**config.mk**
```make
export PLATFORM = sky130hd
export DESIGN_NAME = rr_pkt_mux_arb
export DESIGN_NICKNAME = d
export VERILOG_FILES = /design/src/rtl/mux_pkg.sv /design/src/rtl/pipe_reg.sv /design/src/rtl/rr_pkt_mux_arb.sv
export SDC_FILE = /design/constraint.sdc
export NUM_CORES = 1
export LEC_CHECK = 0
export CORE_MARGIN = 3
export CORE_UTILIZATION = 43
export CTS_CLUSTER_SIZE = 40
export DETAILED_ROUTE_END_ITERATION = 8
export PLACE_DENSITY = 0.83
export RECOVER_POWER = 25
export SLEW_MARGIN = 10
export SYNTH_ARGS = -nofsm -noshare
export SYNTH_HDL_FRONTEND = slang
export SYNTH_HIERARCHICAL = 1
export SYNTH_SLANG_ARGS = --single-unit
```
**constraint.sdc**
```tcl
create_clock -name clk -period 5.06 [get_ports clk]
set_clock_uncertainty 0.05 [all_clocks]
set_input_delay 1.518 -clock clk [delete_from_list [all_inputs] [get_ports clk]]
set_output_delay 1.518 -clock clk [all_outputs]
set_load 0.05 [all_outputs]
```
**src/rtl/mux_pkg.sv**
```systemverilog
// Shared types for the two-source round-robin packet arbiter.
// Holds the arbiter FSM state type and the source id encoding.
package mux_pkg;

  typedef enum logic [1:0] {
    IDLE   = 2'd0,
    LOCK_A = 2'd1,
    LOCK_B = 2'd2
  } arb_state_t;

  localparam logic SRC_A = 1'b0;
  localparam logic SRC_B = 1'b1;

endpackage

```
**src/rtl/pipe_reg.sv**
```systemverilog
// Single-entry valid/ready output register.
// Ports: in_valid/in_data/in_ready load side,
// out_valid/out_data/out_ready drain side.
// in_ready is the load enable: empty or draining.
module pipe_reg #(
  parameter int W = 10
) (
  input  logic         clk,
  input  logic         rst_n,
  input  logic         in_valid,
  input  logic [W-1:0] in_data,
  output logic         in_ready,
  output logic         out_valid,
  output logic [W-1:0] out_data,
  input  logic         out_ready
);

  logic         valid_q;
  logic         valid_d;
  logic [W-1:0] data_q;
  logic [W-1:0] data_d;

  assign in_ready  = !valid_q || out_ready;
  assign out_valid = valid_q;
  assign out_data  = data_q;

  // Data keeps its last value when nothing
  // loads, so sel stays steady for the mux.
  always_comb begin
    valid_d = valid_q;
    data_d  = data_q;
    if (in_ready) begin
      valid_d = in_valid;
      if (in_valid) begin
        data_d = in_data;
      end
    end
  end

  always_ff @(posedge clk) begin
    if (!rst_n) begin
      valid_q <= 1'b0;
      data_q  <= '0;
    end else begin
      valid_q <= valid_d;
      data_q  <= data_d;
    end
  end

endmodule

```
**src/rtl/rr_pkt_mux_arb.sv**
```systemverilog
// Two-source per-packet round-robin arbiter with
// registered output beat and source select (sel).
// Ports: a_*/b_* source valid/data/last/ready,
// y_* registered beat, sel = source of y (0=A, 1=B).
module rr_pkt_mux_arb
  import mux_pkg::*;
#(
  parameter int DATA_W = 8
) (
  input  logic              clk,
  input  logic              rst_n,
  input  logic              a_valid,
  input  logic [DATA_W-1:0] a_data,
  input  logic              a_last,
  output logic              a_ready,
  input  logic              b_valid,
  input  logic [DATA_W-1:0] b_data,
  input  logic              b_last,
  output logic              b_ready,
  output logic              y_valid,
  output logic [DATA_W-1:0] y_data,
  output logic              y_last,
  input  logic              y_ready,
  output logic              sel
);

  localparam int W = DATA_W + 2;

  arb_state_t state_q;
  arb_state_t state_d;
  logic       prio_q;
  logic       prio_d;

  logic              load_en;
  logic              gnt_vld;
  logic              gnt_src;
  logic              acc;
  logic              acc_last;
  logic [DATA_W-1:0] acc_data;
  logic [W-1:0]      out_bus;

  always_comb begin
    gnt_vld = 1'b0;
    gnt_src = SRC_A;
    unique case (state_q)
      LOCK_A: begin
        gnt_vld = 1'b1;
        gnt_src = SRC_A;
      end
      LOCK_B: begin
        gnt_vld = 1'b1;
        gnt_src = SRC_B;
      end
      default: begin
        if (a_valid && b_valid) begin
          gnt_vld = 1'b1;
          gnt_src = prio_q;
        end else if (a_valid) begin
          gnt_vld = 1'b1;
          gnt_src = SRC_A;
        end else if (b_valid) begin
          gnt_vld = 1'b1;
          gnt_src = SRC_B;
        end
      end
    endcase
  end

  assign a_ready = rst_n && load_en && gnt_vld
                   && (gnt_src == SRC_A);
  assign b_ready = rst_n && load_en && gnt_vld
                   && (gnt_src == SRC_B);

  always_comb begin
    acc      = a_valid && a_ready;
    acc_last = a_last;
    acc_data = a_data;
    if (gnt_src == SRC_B) begin
      acc      = b_valid && b_ready;
      acc_last = b_last;
      acc_data = b_data;
    end
  end

  always_comb begin
    state_d = state_q;
    prio_d  = prio_q;
    if (acc) begin
      if (acc_last) begin
        state_d = IDLE;
        prio_d  = ~gnt_src;
      end else if (gnt_src == SRC_B) begin
        state_d = LOCK_B;
      end else begin
        state_d = LOCK_A;
      end
    end
  end

  always_ff @(posedge clk) begin
    if (!rst_n) begin
      state_q <= IDLE;
      prio_q  <= SRC_A;
    end else begin
      state_q <= state_d;
      prio_q  <= prio_d;
    end
  end

  pipe_reg #(
    .W(W)
  ) u_out (
    .clk      (clk),
    .rst_n    (rst_n),
    .in_valid (acc),
    .in_data  ({gnt_src, acc_last, acc_data}),
    .in_ready (load_en),
    .out_valid(y_valid),
    .out_data (out_bus),
    .out_ready(y_ready)
  );

  assign sel    = out_bus[W-1];
  assign y_last = out_bus[W-2];
  assign y_data = out_bus[DATA_W-1:0];

endmodule

```
==> impl_metrics.py <==
metrics = {
    "run_status": {
        "status": "complete, no violations",
    },
    "layout": {
        "final_util_pct": 74.8,
        "drive_gt1_share_pct": 15.4,
        "syn_to_final_growth_pct": 54.2,
        "fin_nets": 148,
        "insertedDiodeCount": 0,
    },
    "sta": {
        "worst-slew-pin-transition_ns": 0.955,
        "fmax_mhz": 219,
        "min_period_ns": 4.57,
        "layout_worst_path_cycle_share_pct": 90.3,
        "hold_viol": 0,
        "rsz0062_at_grt": "no",
        "setup_viol": 0,
        "relSlewSlack_pct": 35.5,
        "tns_ns": 0,
        "slew_viol_final": 0,
    },
    "die": {
        "die_w_microns": 48.4,
        "rows": 14,
        "pin_count": 36,
        "start_util_pct": 48.5,
        "dieArea_sq_um": 2340,
        "die_height_microns": 48.4,
        "core_area_sq_um": 1590,
    },
    "grt": {
        "antenna_found_initial": 0,
        "grt.overflow.total": 0,
        "grt_use_total_pct": 15.3,
        "first_global_vias": 686,
        "grt_first_pass_wirelength_microns": 2930,
        "grt_start_max_net_pins": 26,
    },
    "setup_path": {
        "path_common_cell": "nor2b_1",
        "max_stage_delay_ns": 0.47,
        "reg2reg_slack_ns": 2.86,
        "end_kind": "primary output",
        "crit_buf_inv": 2,
        "required_ns": 3.49,
        "critical_path_arrival_ns": 3.00,
        "start_kind": "input pin",
        "crit_path_top_delay_cell": "clkdlybuf4s50_1",
        "r2r-end": "u_out/out_data[5]",
        "critical-path-top-delay-family": "buffers and inverters",
        "rr_startpoint": "state_q[0]",
        "crit_fanout": 16,
        "crit_type": "in2out",
        "crit_chain": "clkdlybuf4s50_1, nor2b_1, o21ai_4, nor2b_1, buf_12",
        "worst-r2r-cell-count": 6,
    },
    "power_and_ir_drop": {
        "p_clk_share_pct": 26.0,
        "p_int_uw": 210,
        "seqPwrFrac_pct": 40.1,
        "power.leakage_nw": 0.476,
        "switching_share_pct": 31.2,
        "p_switching_uw": 95.2,
        "max-vdd-ir-drop_uv": 173,
        "power_density_nw_per_um2": 256,
        "p_comb_share_pct": 33.9,
    },
    "min_path": {
        "min_path_cells": 2,
        "holdCritStartpoint": "u_out/out_data[8]",
        "hold_class": "reg2reg",
        "hold_path_end": "u_out/out_data[8]",
    },
    "detailed_routing": {
        "first_pass_iters": 2,
        "wl_per_cell_microns": 11.4,
        "antenna_left": 0,
        "vias": 715,
        "vias_per_cell": 4.86,
        "routed_wl_microns": 1680,
        "drtIter0Drc": 3,
        "drc": 0,
    },
    "yosys": {
        "ys_warn_count": 6,
        "syn-cell-area_sq_um": 773,
        "synth_seq_cells": 14,
        "synth_cell_types": 25,
        "ys_seq_area_share_pct": 36.2,
        "syn_nets": 111,
        "syn_avg_cell_area_sq_um": 8.89,
        "synth_cells": 87,
    },
    "clock_network": {
        "holdBufCountCts": 0,
        "ctsResizeCount": 0,
        "cts_max_path_buffers": 2,
        "cts.sink_count": 14,
        "cts_inserted_buffers": 3,
        "postCtsSetupBuffers": 0,
        "cts_root_buf": "clkbuf_4",
        "clkLatencyLatePin_ns": 0.27,
        "htree_num_levels": 1,
        "cts_tree": "built",
        "clkTransAtPathRegs_ns": 0.08,
    },
    "placed_design": {
        "portBuffers": 35,
        "gp_congestion": 0.738,
        "place.detailed.hpwl_microns": 1260,
    },
    "run": {
        "cap_viol_max_count": 0,
    },
}
power groups by stage:
stage / Combinational, mW / Clock, mW / Sequential, mW
floorplan: 0.0413 / 0 / 0.148
global route: 0.110 / 0.0882 / 0.123
CTS: 0.106 / 0.0817 / 0.122
detailed placement: 0.105 / 0 / 0.125
global placement: 0.104 / 0 / 0.125
finish: 0.103 / 0.0794 / 0.122
metal layers:
| metal | track usage (%) | vias to the layer above | part of all wire [%] | wire length (microns) |
|---|---|---|---|---|
| met5 | 0 | - | 0 | 0 |
| met4 | 2.84 | 0 | 0 | 0 |
| met3 | 6.13 | 0 | 8.0 | 134 |
| met2 | 27.1 | 25 | 46 | 770 |
| met1 | 17.4 | 319 | 46 | 777 |
| li1 | - | 371 | - | - |
tightest hold or removal path, delay by kind of cell, from the launching register on:
| family | cells | cell delay [ns] |
|---|---|---|
| flip-flops | 1 | 0.32 |
| multiplexers | 1 | 0.05 |
| AND/OR/NAND/NOR | 1 | 0.05 |
cell families (layout without fill, tap and decap cells):
family                   count (synthesis)  in the layout  share of synthesized area [%]
AND/OR/NAND/NOR                         35             35                           22.0
multiplexers                            18             18                           24.6
flip-flops                              14             14                           36.2
AO/OA/AOI/OAI                           11             11                           10.4
buffers and inverters                    8             44                           5.18
adder cells (fa/ha/maj)                  1              1                           1.62
registers in the layout, summed over array words and instances (netlist names):
| name | flops |
|---|---|
| u_out/out_valid | 1 |
| u_out/out_data | 10 |
| prio_q | 1 |
| state_q | 2 |
Yosys cell counts:
library cell / number / area [sq um]
or4_1: 1 / 7.51
nand2b_2: 1 / 8.76
nand2b_4: 1 / 13.8
o21bai_1: 1 / 7.51
nand3_1: 1 / 5.00
nand4_1: 1 / 6.26
o21ai_0: 3 / 15.0
nor2_1: 3 / 11.3
a21oi_1: 3 / 15.0
ha_1: 1 / 12.5
nand2_1: 23 / 86.3
o21ai_4: 1 / 16.3
o311ai_1: 1 / 8.76
buf_2: 2 / 10.0
o311a_1: 1 / 10.0
inv_1: 4 / 15.0
mux2_2: 8 / 90.1
dfxtp_1: 14 / 280
buf_6: 1 / 11.3
nor2b_1: 2 / 12.5
or4b_1: 1 / 10.0
clkbuf_1: 1 / 3.75
mux2i_1: 10 / 100
a21boi_0: 1 / 7.51
and2_4: 1 / 8.76
cell usage in the layout (no fill, tap or decap), types with 2 or more instances in the layout:
master            n
clkdlybuf4s50_1  29
nand2_1          23
dfxtp_1          14
mux2i_1          10
mux2_2            8
inv_1             4
dlygate4sd3_1     4
a21oi_1           3
nor2_1            3
o21ai_0           3
clkbuf_4          3
nor2b_1           2
buf_12            2
metrics by stage:
| step | area, sq um | power (mW) | cells | hold WS (ns) | setup slack (ns) |
|---|---|---|---|---|---|
| after CTS | 1190 | 0.310 | 147 | 0.415 | 0.476 |
| final | 1190 | 0.305 | 147 | 0.408 | 0.493 |
| after floorplan | 773 | 0.190 | 87 | 0.396 | 0.702 |
| after global placement | 1160 | 0.229 | 143 | 0.394 | 0.520 |
| after global routing | 1190 | 0.322 | 147 | 0.428 | 0.381 |
| after detailed placement | 1160 | 0.230 | 143 | 0.401 | 0.474 |
how the worst max path moves through the flow:
stage,cells after the start,slack [ns],from,endpoint
floorplan,4,0.70,a_valid,b_ready
global placement,5,0.52,a_valid,b_ready
detailed placement,5,0.47,a_valid,b_ready
CTS,5,0.48,a_valid,b_ready
global route,5,0.38,a_valid,b_ready
finish,5,0.49,a_valid,b_ready
cell type report:
type                    count  area (sq um)
multi-input cells          65           453
fillers                   121           402
well taps                  24          30.0
clock buffers               4          36.3
repair buffers             36           378
flip-flops and latches     14           280
inverters                   4          15.0
Note: power is estimated with default switching activity, not from simulation.
